`src/rtl/regfile_arb_pkg.sv`:
```
// regfile_arb_pkg: shared types and constants for the register-file
// write-port arbiter.
//   arb_state_t  : arbiter FSM state (free arbitration / burst-owned port)
//   PC_REG_ADDR  : architectural PC register; writes to it go to the PC path
//   MAX_REQ      : largest supported requester count (grant_id is 2 bits)
package regfile_arb_pkg;

  typedef enum logic {
    ARB_IDLE   = 1'b0,
    ARB_LOCKED = 1'b1
  } arb_state_t;

  localparam logic [3:0] PC_REG_ADDR = 4'hF;
  localparam int         MAX_REQ     = 4;

endpackage

```
`src/rtl/regfile_write_arbiter_rr_pick.sv`:
```
// rr_pick: combinational "first set request at or after ptr, with wrap".
// Ports:
//   req [N-1:0] : request vector
//   ptr [1:0]   : search start index (must be < N; tie to 0 for fixed priority)
//   gnt [N-1:0] : one-hot winner (all zero when no request)
//   idx [1:0]   : winner index (0 when no request)
module rr_pick #(
  parameter int N = 2
) (
  input  logic [N-1:0] req,
  input  logic [1:0]   ptr,
  output logic [N-1:0] gnt,
  output logic [1:0]   idx
);

  logic [2*N-1:0] dbl;
  logic [N-1:0]   rot;
  logic [2:0]     pos;
  logic           found;

  always_comb begin
    // Rotate so the pointer position lands at bit 0; the first set bit of
    // rot at offset i maps back to requester (ptr + i) mod N.
    dbl   = {req, req} >> ptr;
    rot   = dbl[N-1:0];
    gnt   = '0;
    idx   = '0;
    pos   = '0;
    found = 1'b0;
    for (int i = 0; i < N; i++) begin
      if (!found && rot[i]) begin
        found = 1'b1;
        pos   = {1'b0, ptr} + 3'(i);
        if (pos >= 3'(N)) pos = pos - 3'(N);
        idx   = pos[1:0];
      end
    end
    if (found) gnt = N'(1) << idx;
  end

endmodule

```
`src/rtl/regfile_write_arbiter.sv`:
```
// regfile_write_arbiter: shares the register file's single write port among
// NUM_REQ writeback requesters and registers the winning write one cycle
// ahead of the register file's negedge write.
//   clk, rst_n           : clock, async active-low reset
//   req_valid/addr/data  : per-requester write request (packed, i at [i*W +: W])
//   req_lock             : request opens/continues a locked burst
//   req_ready            : one-hot grant, transfer on valid & ready
//   rf_we/rf_wa/rf_wd    : registered register-file write (never R15)
//   pc_we/pc_wd          : registered R15 write redirected to PC logic
//   locked               : a burst currently owns the port
//   grant_id             : index of the last accepted requester
// Build option: define WB_ARB_RR_EN for round-robin arbitration; otherwise
// fixed priority (lowest index wins) with no pointer register.
module regfile_write_arbiter
  import regfile_arb_pkg::*;
#(
  parameter int NUM_REQ = 2,
  parameter int ADDR_W  = 4,
  parameter int DATA_W  = 32
) (
  input  logic                      clk,
  input  logic                      rst_n,
  input  logic [NUM_REQ-1:0]        req_valid,
  input  logic [NUM_REQ*ADDR_W-1:0] req_addr,
  input  logic [NUM_REQ*DATA_W-1:0] req_data,
  input  logic [NUM_REQ-1:0]        req_lock,
  output logic [NUM_REQ-1:0]        req_ready,
  output logic                      rf_we,
  output logic [ADDR_W-1:0]         rf_wa,
  output logic [DATA_W-1:0]         rf_wd,
  output logic                      pc_we,
  output logic [DATA_W-1:0]         pc_wd,
  output logic                      locked,
  output logic [1:0]                grant_id
);

  localparam logic [ADDR_W-1:0] PC_ADDR = ADDR_W'(PC_REG_ADDR);

  arb_state_t         state;
  logic [1:0]         owner;
  logic [1:0]         ptr;
  logic [NUM_REQ-1:0] pick_gnt;
  logic [1:0]         pick_idx;

  logic [1:0]         acc_idx;
  logic               acc;
  logic               acc_lock;
  logic [ADDR_W-1:0]  acc_addr;
  logic [DATA_W-1:0]  acc_data;
  logic               acc_is_pc;

  rr_pick #(.N(NUM_REQ)) u_pick (
    .req (req_valid),
    .ptr (ptr),
    .gnt (pick_gnt),
    .idx (pick_idx)
  );

  // Grant: free arbitration when idle, only the burst owner when locked.
  always_comb begin
    if (state == ARB_LOCKED) begin
      req_ready = req_valid & (NUM_REQ'(1) << owner);
      acc_idx   = owner;
    end else begin
      req_ready = pick_gnt;
      acc_idx   = pick_idx;
    end
    acc = |req_ready;
  end

  // Mux the accepted requester's payload.
  always_comb begin
    acc_addr = '0;
    acc_data = '0;
    acc_lock = 1'b0;
    for (int i = 0; i < NUM_REQ; i++) begin
      if (acc_idx == 2'(i)) begin
        acc_addr = req_addr[i*ADDR_W +: ADDR_W];
        acc_data = req_data[i*DATA_W +: DATA_W];
        acc_lock = req_lock[i];
      end
    end
    acc_is_pc = (acc_addr == PC_ADDR);
  end

`ifdef WB_ARB_RR_EN
  logic [1:0] ptr_q;
  assign ptr = ptr_q;

  // Pointer moves past whoever was accepted; during a burst that is always
  // the owner, so the final beat leaves it at owner+1.
  always_ff @(posedge clk or negedge rst_n) begin
    if (!rst_n)   ptr_q <= '0;
    else if (acc) ptr_q <= (acc_idx == 2'(NUM_REQ-1)) ? 2'd0 : acc_idx + 2'd1;
  end
`else
  assign ptr = 2'd0;
`endif

  always_ff @(posedge clk or negedge rst_n) begin
    if (!rst_n) begin
      state    <= ARB_IDLE;
      owner    <= '0;
      rf_we    <= 1'b0;
      rf_wa    <= '0;
      rf_wd    <= '0;
      pc_we    <= 1'b0;
      pc_wd    <= '0;
      grant_id <= '0;
    end else begin
      rf_we <= acc && !acc_is_pc;
      pc_we <= acc && acc_is_pc;
      if (acc) begin
        grant_id <= acc_idx;
        if (acc_is_pc) pc_wd <= acc_data;
        else begin
          rf_wa <= acc_addr;
          rf_wd <= acc_data;
        end
        case (state)
          ARB_IDLE: if (acc_lock) begin
            state <= ARB_LOCKED;
            owner <= acc_idx;
          end
          ARB_LOCKED: if (!acc_lock) state <= ARB_IDLE;
          default: state <= ARB_IDLE;
        endcase
      end
    end
  end

  assign locked = (state == ARB_LOCKED);

endmodule
```
`config.mk`:
```
export PLATFORM = sky130hd
export DESIGN_NAME = regfile_write_arbiter
export DESIGN_NICKNAME = d
export VERILOG_FILES = /design/src/rtl/regfile_arb_pkg.sv /design/src/rtl/regfile_write_arbiter_rr_pick.sv /design/src/rtl/regfile_write_arbiter.sv
export SDC_FILE = /design/constraint.sdc
export NUM_CORES = 1
export LEC_CHECK = 0
export ABC_AREA = 1
export CAP_MARGIN = 20
export CORE_MARGIN = 2
export CORE_UTILIZATION = 46
export DETAILED_ROUTE_END_ITERATION = 10
export PLACE_DENSITY = 0.94
export SLEW_MARGIN = 20
export SYNTH_ARGS = -nofsm -noshare
export SYNTH_HDL_FRONTEND = slang
export SYNTH_SLANG_ARGS = --single-unit
```
`constraint.sdc`:
```
create_clock -name clk -period 3 [get_ports clk]
set_clock_uncertainty 0.15 [all_clocks]
set_input_delay 0.6 -clock clk [delete_from_list [all_inputs] [get_ports clk]]
set_output_delay 0.6 -clock clk [all_outputs]
set_load 0.005 [all_outputs]
```
Word-level counts from Yosys, hierarchy flattened
Index checks and enable logic that the tools add are counted.
- word-level logic and storage cells: 38
- bits of input ports: 78
- output and inout port bits: 75
- register bits: 75
- shift operators: 2
- mux-type cells: 13
- bitwise logic cells: 3
- eq/ne operators: 2
- reductions and logical operators: 10
- operator list (operator ; number):
    $mux 32 ; 2
    $mux 4 ; 2
    $mux 1 ; 6
    $mux 2 ; 3
    $eq 4x4->1 const B ; 1
    $reduce_and 2->1 ; 2
    $logic_and 1x1->1 ; 3
    $reduce_and 3->1 ; 1
    $and 2x2->2 ; 1
    $eq 2x1->1 const B ; 1
    $logic_not 1->1 ; 2
    $logic_not 2->1 ; 1
    $not 1->1 ; 2
    $reduce_or 2->1 ; 1
    $shl 1x1->2 const A ; 1
    $shl 1x2->2 const A ; 1

Logic depth before layout (Yosys ltp)
Gate-level depths: netlist of run 1.
- word-level depth: 11
- depth in mapped cells: 12
- mapped depth without buffers: 10

Hierarchy
A second synthesis of run 1 with hierarchy kept.
- cells, all modules: 480
- area, all modules: 3706.1 um2
- by module, submodules not included (module ; area an instance (um2) ; cells each ; instances):
    regfile_write_arbiter ; 3661.0 ; 470 ; 1
    rr_pick ; 45.0 ; 10 ; 1

Worst setup path after synthesis of run 1
OpenSTA, ideal clock, no wires.
- path kind: input to register
- from: input req_valid[0]
- to: register pc_wd[10]
- arrival time: 1.726 ns
- path slack: 1.007 ns
- cell stages on the path: 12
- buffers on the path: 2
- path through: inv_1 nand3_2 nand2_2 buf_6 nand3_1 nand2_1 nand2_2 nor2_4 nand2_2 buf_2 nand2_1 nand2_1
- longest elaborated chain between the ends: 10
- elaborated cells on any way between the ends: 19
- those cells by class: eq/ne (2); shift (1); mux (10); bitwise (1); reduce/logical (5)
- ends and longest elaborated chain (element ; line ; source):
    start, declared ; regfile_write_arbiter.sv:23 ; input logic [NUM_REQ-1:0] req_valid,
    $mux 1 ; regfile_write_arbiter_rr_pick.sv:31 ; if (!found && rot[i]) begin
    $logic_not 1->1 ; regfile_write_arbiter_rr_pick.sv:31 ;
    $logic_and 1x1->1 ; regfile_write_arbiter_rr_pick.sv:31 ;
    $mux 1 ; regfile_write_arbiter_rr_pick.sv:31 ;
    $mux 2 ; regfile_write_arbiter.sv:61 ; if (state == ARB_LOCKED) begin
    $logic_not 2->1 ; regfile_write_arbiter.sv:77 ; if (acc_idx == 2'(i)) begin
    $mux 4 (2 in series) ; regfile_write_arbiter.sv:77 ;
    $eq 4x4->1 ; regfile_write_arbiter.sv:83 ; acc_is_pc = (acc_addr == PC_ADDR);
    $reduce_and 2->1 (no source line) ; - ;
    end signal, assigned ; regfile_write_arbiter.sv:115 ; if (acc_is_pc) pc_wd <= acc_data;
    end, declared ; regfile_write_arbiter.sv:32 ; output logic [DATA_W-1:0] pc_wd,
Parallel ways exist; a longest one is shown, timed or not.
A chain may end at the register's enable or synchronous reset.

Final worst setup path of run 1
- from: input req_valid[1]
- to: output req_ready[1]
- longest elaborated chain between the ends: 5
- elaborated cells on any way between the ends: 7
- those cells by class: shift (1); mux (4); bitwise (1); reduce/logical (1)
- ends and longest elaborated chain (element ; line ; source):
    $logic_and 1x1->1 ; regfile_write_arbiter_rr_pick.sv:31 ;
    $mux 1 ; regfile_write_arbiter_rr_pick.sv:31 ;
    $shl 1x1->2 ; regfile_write_arbiter_rr_pick.sv:38 ; if (found) gnt = N'(1) << idx;
    $mux 2 ; regfile_write_arbiter_rr_pick.sv:38 ;
    $mux 2 (*) ; regfile_write_arbiter.sv:61 ;
    end, declared ; regfile_write_arbiter.sv:27 ; output logic [NUM_REQ-1:0] req_ready,
Mark *: on every way between the ends. The rest lies on a longest branch, timed or not.

==> summary.md, run 1 <==
| Metric | Value |
|---|---|
| WP buf/inv | `3` |
| Sink Count | `75` |
| DR WL/cell | `15.1 um` |
| Reg2Reg Setup Slack | `0.62 ns` |
| Share of layout cells above drive strength 1 | `5.81%` |
| Comb pwr share | `47.4%` |
| RSZ-0062 raised after global routing | `no` |
| Flops & latches, synth | `75` |
| Sw Share | `35.0%` |
| Die Wd | `92.6 um` |
| Post-cts resize count | `0` |
| Post-synthesis cell type count | `17` |
| Syn. warnings | `0` |
| Sequential-to-total area share from yosys stat | `52.0%` |
| Drt via density | `5.23` |
| Average size of a mapped cell | `7.93 um^2` |
| H-tree depth | `3` |
| Final core utilization | `70.0%` |
| Fmax achieved | `362 MHz` |
| Drc violations | `0` |
| Clk_lat worst skew | `0.34 ns` |
| Crit start category | `primary input` |
| Row Count | `32` |
| Nets | `676` |
| Placer congestion estimate | `0.870` |
| CP startpoint | `req_valid[1]` |
| Fin area | `5350 um^2` |
| Status | `finished, final reports clean` |
| Clock group share of total power | `15.0%` |
| Vias | `3683` |
| Fillers | `591` |
| Fin. Hold Viols | `0` |
| Final setup viols | `0` |
| Slew HR | `38.4%` |
| CTS root buf | `clkbuf_8` |
| Port Buffers | `152` |
| Pre-antenna DRT Iters | `5` |
| Setup ws final | `0.239 ns` |
| CTS tree | `done` |
| CP most frequent cell | `clkdlybuf4s50_1` |
| Clock transition at the registers of the reported paths | `0.08 ns` |
| I/O pin count | `153` |
| Drt total wl | `10600 um` |
| Pin count of the biggest net entering global routing | `76` |
| Area Overhead vs Synth | `48.3%` |
| Final worst path period share | `92.0%` |
| # hold bufs at CTS | `0` |
| Worst reg-to-reg path cell count | `9` |
| Cell taking the most area after synthesis | `dfrtp_1` |
| Syn Inst Count | `455` |
| Worst hold-check path type | `in2async` |
| Worst Max-Slew Pin Slew | `0.924 ns` |
| CP Capture Type | `output port` |
| First-pass GRT wire length | `17100 um` |
| Total negative setup slack | `0 ns` |
| Clock buffer count from CTS | `9` |
| Setup bufs post-CTS | `0` |
| Area after DPL | `5170 um^2` |
| CP arrival | `2.01 ns` |
| Net count after synthesis | `533` |
| Max-Cap Viols | `0` |
| Initial antenna violation count | `0` |
| Critical path cell sequence | `clkdlybuf4s50_1 -> inv_1 -> o31ai_1 -> clkdlybuf4s50_1` |
| Die height | `92.6 um` |
| R2R Path End | `rf_wd[23]` |
| Share of the synthesized area in the top cell type | `52.0%` |
| Critical path type | `in2out` |
| DP Worst Slack | `0.178 ns` |
| Final Critical Period | `2.76 ns` |
| Routed Antenna Nets | `0` |
| DP HPWL | `7560 um` |
| Total GRT Usage | `25.4%` |
| CP Max Fanout | `2` |
| Leak pwr | `2.65 nW` |
| Worst Setup EP | `req_ready[1]` |
| CP required | `2.25 ns` |
| RR Startpoint | `locked` |
| Worst vdd ir | `0.422 mV` |
| DIE AREA | `8570 um^2` |
| Slowest CP cell | `clkdlybuf4s50_1` |
| Cell Int Power | `0.00305 W` |
| First DRT Iteration DRCs | `248` |
| Vias in the first global route | `3566` |
| Cell family with most CP delay | `buffers and inverters` |
| Core area | `7650 um^2` |
| Remaining Overflow, GRT | `0` |
| Pwr per Cell Area | `875 nW/um^2` |
| Stages on worst setup path | `4` |
| Fin. max-slew vios | `0` |
| Longest Clk Path Bufs | `2` |
| Initial Util | `47.2%` |
| N_diodes | `0` |
| Top cells by area, synth | `dfrtp_1 (52%), nand2_1 (15%), nand3_1 (15%)` |
| Peak per-stage delay on the critical path | `0.56 ns` |
| Psw | `0.00164 W` |
| Reg power frac | `37.5%` |
| Synthesized area | `3610 um^2` |
-- placed cells by master, fill, tap and decap left out --
cell type,instances
nand2_1,144
nand3_2,1
clkdlybuf4s50_1,151
nand2_2,5
o21ai_0,35
inv_1,43
o21ai_4,1
inv_2,1
buf_4,10
clkbuf_8,12
nor2_4,1
clkbuf_1,1
nor2_1,4
dfrtp_1,75
and2_1,1
buf_12,2
clkinv_2,2
o31ai_1,1
nand4_1,4
nand3_1,108
-- cells in the mapped netlist --
cell type / count
and2_1: 1
buf_2: 10
buf_4: 8
buf_6: 4
clkbuf_1: 9
dfrtp_1: 75
inv_1: 44
nand2_1: 144
nand2_2: 5
nand3_1: 108
nand3_2: 1
nand4_1: 4
nor2_1: 4
nor2_4: 1
o21ai_0: 35
o21ai_4: 1
o31ai_1: 1
-- state kept, by name, summed over array words and instances (netlist names) --
register  count
grant_id      2
locked        1
owner         2
pc_wd        32
pc_we         1
rf_wa         4
rf_wd        32
rf_we         1
-- worst min path at each step --
stage	start	end	slack [ns]	cells after the start
5_1_grt	rst_n	rf_wd[17]	0.32	1
3_5_place_dp	rf_wd[16]	rf_wd[16]	0.31	2
3_3_place_gp	rf_wd[15]	rf_wd[15]	0.30	2
6_report	rst_n	pc_wd[18]	0.24	1
4_1_cts	rst_n	pc_wd[18]	0.27	1
2_1_floorplan	rst_n	grant_id[0]	0.15	0
-- cells by family after synthesis --
family                 count (synthesis)  synth area share [%]
AND/OR/NAND/NOR                      268                  32.7
AO/OA/AOI/OAI                         37                  5.51
buffers and inverters                 75                  9.81
flip-flops                            75                  52.0
-- cell type report --
class	instances	area [um^2]	share of cell area [%]
sequential	75	1880	35.1
inverter	44	165	3.08
clock buffer	13	169	3.15
clock inverter	2	10.0	0.187
timing repair buffer	163	1630	30.4
tap	102	128	2.38
multi-input combinational	305	1380	25.8
-- stage by stage --
stage / cells / hold slack (ns) / power, W
after floorplan: 455 / 0.154 / 0.00266
after global placement: 689 / 0.303 / 0.00390
after detailed placement: 689 / 0.308 / 0.00399
after CTS: 704 / 0.272 / 0.00471
after global routing: 704 / 0.322 / 0.00501
final: 704 / 0.239 / 0.00469
-- worst register-to-register path, delay by kind of cell, from the launching register on --
family / cells / cell delay [ns]
simple gates: 7 / 1.29
buf+inv: 2 / 0.39
flops: 1 / 0.43
-- routing by layer --
layer	share of wire [%]	vias up	track usage, %	wire length (um)
met5	0	-	0	0
met4	2.3	0	9.33	249
met3	8.3	24	6.75	877
met2	50	187	42.8	5300
met1	39	1735	31.5	4190
li1	-	1737	-	-
-- power by group through the flow --
| stage | Sequential (W) | Clock, W | Combinational, W |
|---|---|---|---|
| global route | 0.00181 | 0.000757 | 0.00244 |
| finish | 0.00176 | 0.000705 | 0.00222 |
| global placement | 0.00174 | 0 | 0.00215 |
| detailed placement | 0.00176 | 0 | 0.00223 |
| CTS | 0.00175 | 0.000719 | 0.00224 |
| floorplan | 0.00177 | 0 | 0.000890 |
Power figures use the tool's default switching activity.
==> run 2: changes to the inputs <==
--- a/config.mk
+++ b/config.mk
@@ -7,6 +7,6 @@
 export LEC_CHECK = 0
 export ABC_AREA = 1
+export ABC_CLOCK_PERIOD_IN_PS = 3000
 export CAP_MARGIN = 20
-export CORE_MARGIN = 2
 export CORE_UTILIZATION = 46
 export DETAILED_ROUTE_END_ITERATION = 10
==> constraint.sdc (replaced) <==
create_clock -name clk -period 3 [get_ports clk]
set_clock_uncertainty 0.15 [all_clocks]
set_input_delay 0.75 -clock clk [delete_from_list [all_inputs] [get_ports clk]]
set_output_delay 0.75 -clock clk [all_outputs]
set_load 0.005 [all_outputs]
==> run 2 against run 1 <==
Net effect:
- sequential cell count is the same
- critical path depth is the same
- routed wire length grew 3.7%
- non-clock buffer count grew 6
- total power grew 8.1%
- maximum frequency shrank 3.8%
- sequential power is essentially flat
- critical path type unchanged
- worst hold slack gained 0.083 ns
- clock-buffer cell count shrank 1
- clock power grew 49%
- design area grew 2.6%
==> summary.md, run 2 (synthesis results as in run 1) <==
| Metric | Value |
|---|---|
| Leak pwr | `2.73 nW (+2.9%)` |
| Slowest CP cell | `clkdlybuf4s50_1` |
| Share of layout cells above drive strength 1 | `7.06% (+1.2 points)` |
| Placer congestion estimate | `0.795 (-8.7%)` |
| DIE AREA | `8210 um^2 (-4.3%)` |
| Slew HR | `37.6% (-0.82 points)` |
| Worst reg-to-reg path cell count | `9 (unchanged)` |
| R2R Path End | `rf_wd[25]` |
| Clock transition at the registers of the reported paths | `0.07 ns (about the same)` |
| N_diodes | `0 (unchanged)` |
| Row Count | `31 (-3.1%)` |
| Critical path cell sequence | `clkdlybuf4s50_1 -> nand3_1 -> inv_1 -> clkdlybuf4s50_1` |
| DP HPWL | `7870 um (+4.1%)` |
| CTS tree | `done` |
| Worst hold-check path type | `reg2reg` |
| Setup bufs post-CTS | `0 (unchanged)` |
| RR Startpoint | `owner[1]` |
| Nets | `682 (+0.89%)` |
| Fmax achieved | `348 MHz (-3.8%)` |
| Total negative setup slack | `0 ns (unchanged)` |
| Hold wc startpoint | `pc_wd[0]` |
| Routed Antenna Nets | `0 (unchanged)` |
| Drt via density | `5.31 (+1.6%)` |
| Worst Max-Slew Pin Slew | `0.936 ns (+0.0123 ns)` |
| Storage cell area | `1880 um^2 (unchanged)` |
| Multi-input combinational cell area | `1380 um^2 (+0.36%)` |
| Peak per-stage delay on the critical path | `0.52 ns (-0.04 ns)` |
| Final Critical Period | `2.87 ns (+0.109 ns)` |
| Crit start category | `primary input` |
| Vias in the first global route | `3738 (+4.8%)` |
| Worst hold slack | `0.322 ns (+0.0829 ns)` |
| Setup ws final | `0.130 ns (-0.109 ns)` |
| Core area | `7410 um^2 (-3.1%)` |
| Most frequent cells in the layout | `clkdlybuf4s50_1 (150), nand2_1 (144), nand3_1 (108), dfrtp_1 (75), inv_1 (43)` |
| Total GRT Usage | `27.5% (+2.1 points)` |
| Number of cells on the worst hold path | `2` |
| Clk_lat worst skew | `0.34 ns (about the same)` |
| DP Worst Slack | `-0.0653 ns (-0.244 ns)` |
| Vias | `3762 (+2.1%)` |
| Fin. Hold Viols | `0 (unchanged)` |
| Status | `finished, final reports clean` |
| Fillers | `561 (-5.1%)` |
| DR WL/cell | `15.6 um (+3.1%)` |
| Port Buffers | `152 (unchanged)` |
| Max-Cap Viols | `0 (unchanged)` |
| Final setup viols | `0 (unchanged)` |
| Sink Count | `75 (unchanged)` |
| I/O pin count | `153 (unchanged)` |
| Critical path type | `in2out` |
| Worst vdd ir | `0.496 mV (+17%)` |
| Area Overhead vs Synth | `52.2%` |
| Remaining Overflow, GRT | `0 (unchanged)` |
| Longest Clk Path Bufs | `2 (unchanged)` |
| CP Capture Type | `output port` |
| Die Wd | `90.6 um (-2.2%)` |
| Clock buffer count from CTS | `9 (unchanged)` |
| H-tree depth | `3 (unchanged)` |
| Reg2Reg Setup Slack | `0.74 ns (+0.12 ns)` |
| Biggest registers after layout | `pc_wd (32), rf_wd (32), rf_wa (4)` |
| CP most frequent cell | `clkdlybuf4s50_1` |
| Drc violations | `0 (unchanged)` |
| Initial antenna violation count | `0 (unchanged)` |
| Drt total wl | `11000 um (+3.7%)` |
| Area after DPL | `5220 um^2 (+0.80%)` |
| Initial Util | `48.7% (+1.5 points)` |
| Die height | `90.6 um (-2.2%)` |
| RSZ-0062 raised after global routing | `no` |
| First-pass GRT wire length | `17600 um (+3.0%)` |
| First DRT Iteration DRCs | `282 (+14%)` |
| Pin count of the biggest net entering global routing | `76 (unchanged)` |
| Worst Hold Endpoint | `pc_wd[0]` |
| CTS root buf | `clkbuf_8` |
| Pre-antenna DRT Iters | `4 (-1)` |
| Pwr per Cell Area | `922 nW/um^2 (+5.3%)` |
| Most common cell after layout, fill and taps aside | `clkdlybuf4s50_1` |
| CP required | `2.10 ns (-0.15 ns)` |
| CP arrival | `1.97 ns (-0.04 ns)` |
| Fin area | `5500 um^2 (+2.6%)` |
| Fin. max-slew vios | `0 (unchanged)` |
| CP Max Fanout | `3 (+1)` |
| Final worst path period share | `95.7% (+3.6 points)` |
[run 2: cell types whose count changed in the layout (fill, tap and decap cells not counted)]
| cell | change |
|---|---|
| buf_4 | +6 |
| bufinv_16 | +4 |
| clkinv_2 | -2 |
| clkbuf_8 | -1 |
| clkdlybuf4s50_1 | -1 |
| dlygate4sd2_1 | +1 |
| o31ai_1 | -1 |
| o31ai_2 | +1 |
[run 2: final cells by class]
| cell class | count | area share [%] |
|---|---|---|
| sequential | 75 | 34.2 |
| timing repair buffer | 169 | 30.4 |
| multi-input combinational | 305 | 25.2 |
| inverter | 44 | 3.01 |
| clock buffer | 12 | 2.82 |
| tap | 99 | 2.25 |
| clock inverter | 4 | 2.19 |
[run 2: metrics by stage]
stage          total power, W  util (%)  cells
2_1_floorplan         0.00266         -    455
3_3_place_gp          0.00393      70.4    692
3_5_place_dp          0.00402      70.4    692
4_1_cts               0.00508      74.2    708
5_1_grt               0.00537      74.2    708
6_report              0.00506      74.2    708
[run 2: timing repair]
| item | CTS | global route |
|---|---|---|
| endpoints found under the hold margin | 0 | 0 |
| gates resized for setup | 2 | 0 |
| hold buffers | 0 | 0 |
| endpoints found under the setup margin | 1 | 0 |
[run 2: worst max path at each step]
stage / start / to / slack [ns] / cells after the start
final: req_valid[0] / req_ready[0] / 0.13 / 4
after global routing: req_valid[0] / req_ready[0] / 0.06 / 4
after CTS: req_valid[0] / req_ready[0] / 0.14 / 4
after detailed placement: req_valid[1] / req_ready[1] / -0.07 / 4
after global placement: req_valid[1] / req_ready[1] / -0.02 / 4
after floorplan: req_valid[0] / pc_wd[10] / 0.86 / 12
[run 2: worst max-delay path, delay by kind of cell]
family	cells	cell delay [ns]
buffers and inverters	3	1.14
AND/OR/NAND/NOR	1	0.08
[run 2: power breakdown]
group	internal, W	switching (W)	total (W)
Clock	0.000683	0.000366	0.00105
Sequential	0.00148	0.000278	0.00176
Combinational	0.00122	0.00103	0.00226
[run 2: layer usage]
metal | GRT usage [%] | routed length [um] | up-vias
li1 | - | - | 1754
met1 | 33.9 | 4430 | 1780
met2 | 46.9 | 5420 | 198
met3 | 5.89 | 849 | 30
met4 | 10.9 | 316 | 0
met5 | 0 | 0 | -
==> run 3: changes to the inputs <==
- ABC_CLOCK_PERIOD_IN_PS: 3000 -> 2600
- CORE_UTILIZATION: 46 -> 39
- PLACE_DENSITY: 0.94 -> 0.85
- clock period: 3 -> 2.6 ns (I/O delays scaled with it)
==> run 3 against run 2 <==
Net effect:
- the run now ends with design-rule violations left
- design area is 0.59% higher
- combinational power is 16% higher
- global-route usage is 5.1 points lower
- clock-buffer cell count is 1 lower
- final cell count is 1.3% higher
- sequential share of layout area is 0.20 points lower
- critical path depth stayed put
- worst hold slack worse by 0.025 ns
- highest routed layer unchanged
==> summary.md, run 3 (synthesis results as in run 1) <==
| Metric | Value |
|---|---|
| Status | `finished with violations` |
| Failing checks | `design-rule violations` |
| Final worst path period share | `95.4%` |
| Placed Cells | `702 (+1.4%)` |
| Clock transition at the registers of the reported paths | `0.07 ns (about the same)` |
| N_diodes | `0 (unchanged)` |
| DIE AREA | `9640 um^2 (+18%)` |
| Slew HR | `39.5% (+1.9 points)` |
| Biggest registers after layout | `pc_wd (32), rf_wd (32), rf_wa (4)` |
| Worst vdd ir | `0.440 mV (-11%)` |
| CP arrival | `1.68 ns (-0.29 ns)` |
| DR WL/cell | `14.5 um (-6.7%)` |
| Die height | `98.2 um (+8.4%)` |
| Critical path type | `in2out` |
| First-pass GRT wire length | `17200 um (-2.8%)` |
| CP Max Fanout | `2 (-1)` |
| # hold bufs at CTS | `0 (unchanged)` |
| Vias in the first global route | `3549 (-5.1%)` |
| Share of layout cells above drive strength 1 | `7.06% (unchanged)` |
| Fmax achieved | `403 MHz` |
| Crit start category | `primary input` |
| Slowest CP cell | `clkdlybuf4s50_1` |
| Leak pwr | `2.74 nW (+0.31%)` |
| Pwr per Cell Area | `1040 nW/um^2 (+12%)` |
| Fin. Hold Viols | `0 (unchanged)` |
| Most frequent cells in the layout | `clkdlybuf4s50_1 (149), nand2_1 (144), nand3_1 (108), dfrtp_1 (75), inv_1 (43)` |
| First DRT Iteration DRCs | `153 (-46%)` |
| CP required | `1.80 ns (-0.30 ns)` |
| CP startpoint | `req_valid[1]` |
| Placer congestion estimate | `0.853 (+7.3%)` |
| Drt via density | `5.03 (-5.4%)` |
| CTS root buf | `clkbuf_8` |
| Worst hold slack | `0.296 ns (-0.0255 ns)` |
| DP HPWL | `7470 um (-5.1%)` |
| Nets | `683 (+0.15%)` |
| Total GRT Usage | `22.4% (-5.1 points)` |
| Worst Max-Slew Pin Slew | `0.908 ns (-0.0289 ns)` |
| Pre-antenna DRT Iters | `8 (+4)` |
| Setup ws final | `0.120 ns (-0.00957 ns)` |
| Routed Antenna Nets | `0 (unchanged)` |
| Clock buffer count from CTS | `9 (unchanged)` |
| Sink Count | `75 (unchanged)` |
| RSZ-0062 raised after global routing | `no` |
| Die Wd | `98.2 um (+8.4%)` |
| CP Capture Type | `output port` |
| Drt total wl | `10400 um (-5.5%)` |
| RR Startpoint | `locked` |
| Drc violations | `11 (+11)` |
| Most common cell after layout, fill and taps aside | `clkdlybuf4s50_1` |
| Peak per-stage delay on the critical path | `0.48 ns (-0.04 ns)` |
| Vias | `3604 (-4.2%)` |
| Clk_lat worst skew | `0.33 ns (about the same)` |
| Final core utilization | `62.5% (-12 points)` |
| Fin. max-slew vios | `0 (unchanged)` |
| Setup bufs post-CTS | `0 (unchanged)` |
| Worst hold-check path type | `in2async` |
| Critical path cell sequence | `clkdlybuf4s50_1 -> inv_1 -> o31ai_2 -> dlygate4sd2_1` |
| Longest Clk Path Bufs | `2 (unchanged)` |
| Port Buffers | `152 (unchanged)` |
| Remaining Overflow, GRT | `0 (unchanged)` |
| Final setup viols | `0 (unchanged)` |
| Power Total | `0.00572 W (+13%)` |
| H-tree depth | `3 (unchanged)` |
| Row Count | `34 (+9.7%)` |
| Max-Cap Viols | `0 (unchanged)` |
| Initial antenna violation count | `0 (unchanged)` |
| CTS tree | `done` |
| Final Critical Period | `2.48 ns` |
| Pin count of the biggest net entering global routing | `76 (unchanged)` |
| I/O pin count | `153 (unchanged)` |
| Core area | `8850 um^2 (+19%)` |
| Non-Filler Instances | `717 (+1.3%)` |
| Post-cts resize count | `3 (+1)` |
| Area Overhead vs Synth | `53.1%` |
| DP Worst Slack | `-0.201 ns (-0.135 ns)` |
| Initial Util | `40.8% (-7.9 points)` |
[run 3: cell count changes in the layout (fill, tap and decap cells not counted)]
cell | before | now
buf_12 | 2 | 6
buf_4 | 16 | 13
bufinv_16 | 4 | 3
clkbuf_8 | 11 | 10
clkdlybuf4s50_1 | 150 | 149
clkinv_4 | 0 | 1
dlygate4sd2_1 | 1 | 2
[run 3: area by class of cell]
| class | instances | area (um^2) |
|---|---|---|
| tap | 108 | 135 |
| clock inverter | 4 | 98.8 |
| fill | 768 | 3320 |
| sequential | 75 | 1880 |
| multi-input combinational | 305 | 1380 |
| clock buffer | 11 | 141 |
| inverter | 44 | 165 |
| timing repair buffer | 170 | 1730 |
[run 3: worst max-delay path, delay by kind of cell]
kind,cells,cell delay (ns)
AO/OA/AOI/OAI,1,0.23
buffers and inverters,3,0.79
[run 3: path summary, 6_finish.rpt]
kind,end,slack [ns],cells after the start
worst max-delay path,req_ready[1],0.12,4
max in group asynchronous,rf_wa[3],1.41,1
worst max register to register,owner[0],0.44,8
worst min-delay path,pc_wd[18],0.30,1
worst min register to register,pc_wd[1],0.32,2
min in group clk,pc_wd[1],0.32,2
[run 3: report_power, final]
group	switching [W]	total [W]	leakage, nW	internal, W
clock network	0.000414	0.00108	0.120	0.000661
logic	0.00118	0.00263	1.67	0.00145
registers	0.000313	0.00202	0.943	0.00171
total	0.00191	0.00572	2.74	0.00382
[run 3: per-layer routing]
layer	track usage [%]	share of wire, %
met2	38.0	50
met4	8.61	1.5
met5	0	0
met3	4.29	6.1
met1	28.3	42
[run 3: metrics by stage]
| stage | setup TNS [ns] | cell area (um^2) |
|---|---|---|
| 2_1_floorplan | 0 | 3610 |
| 3_3_place_gp | -2.01 | 5290 |
| 3_5_place_dp | -5.75 | 5290 |
| 4_1_cts | 0 | 5530 |
| 5_1_grt | 0 | 5530 |
| 6_report | 0 | 5530 |
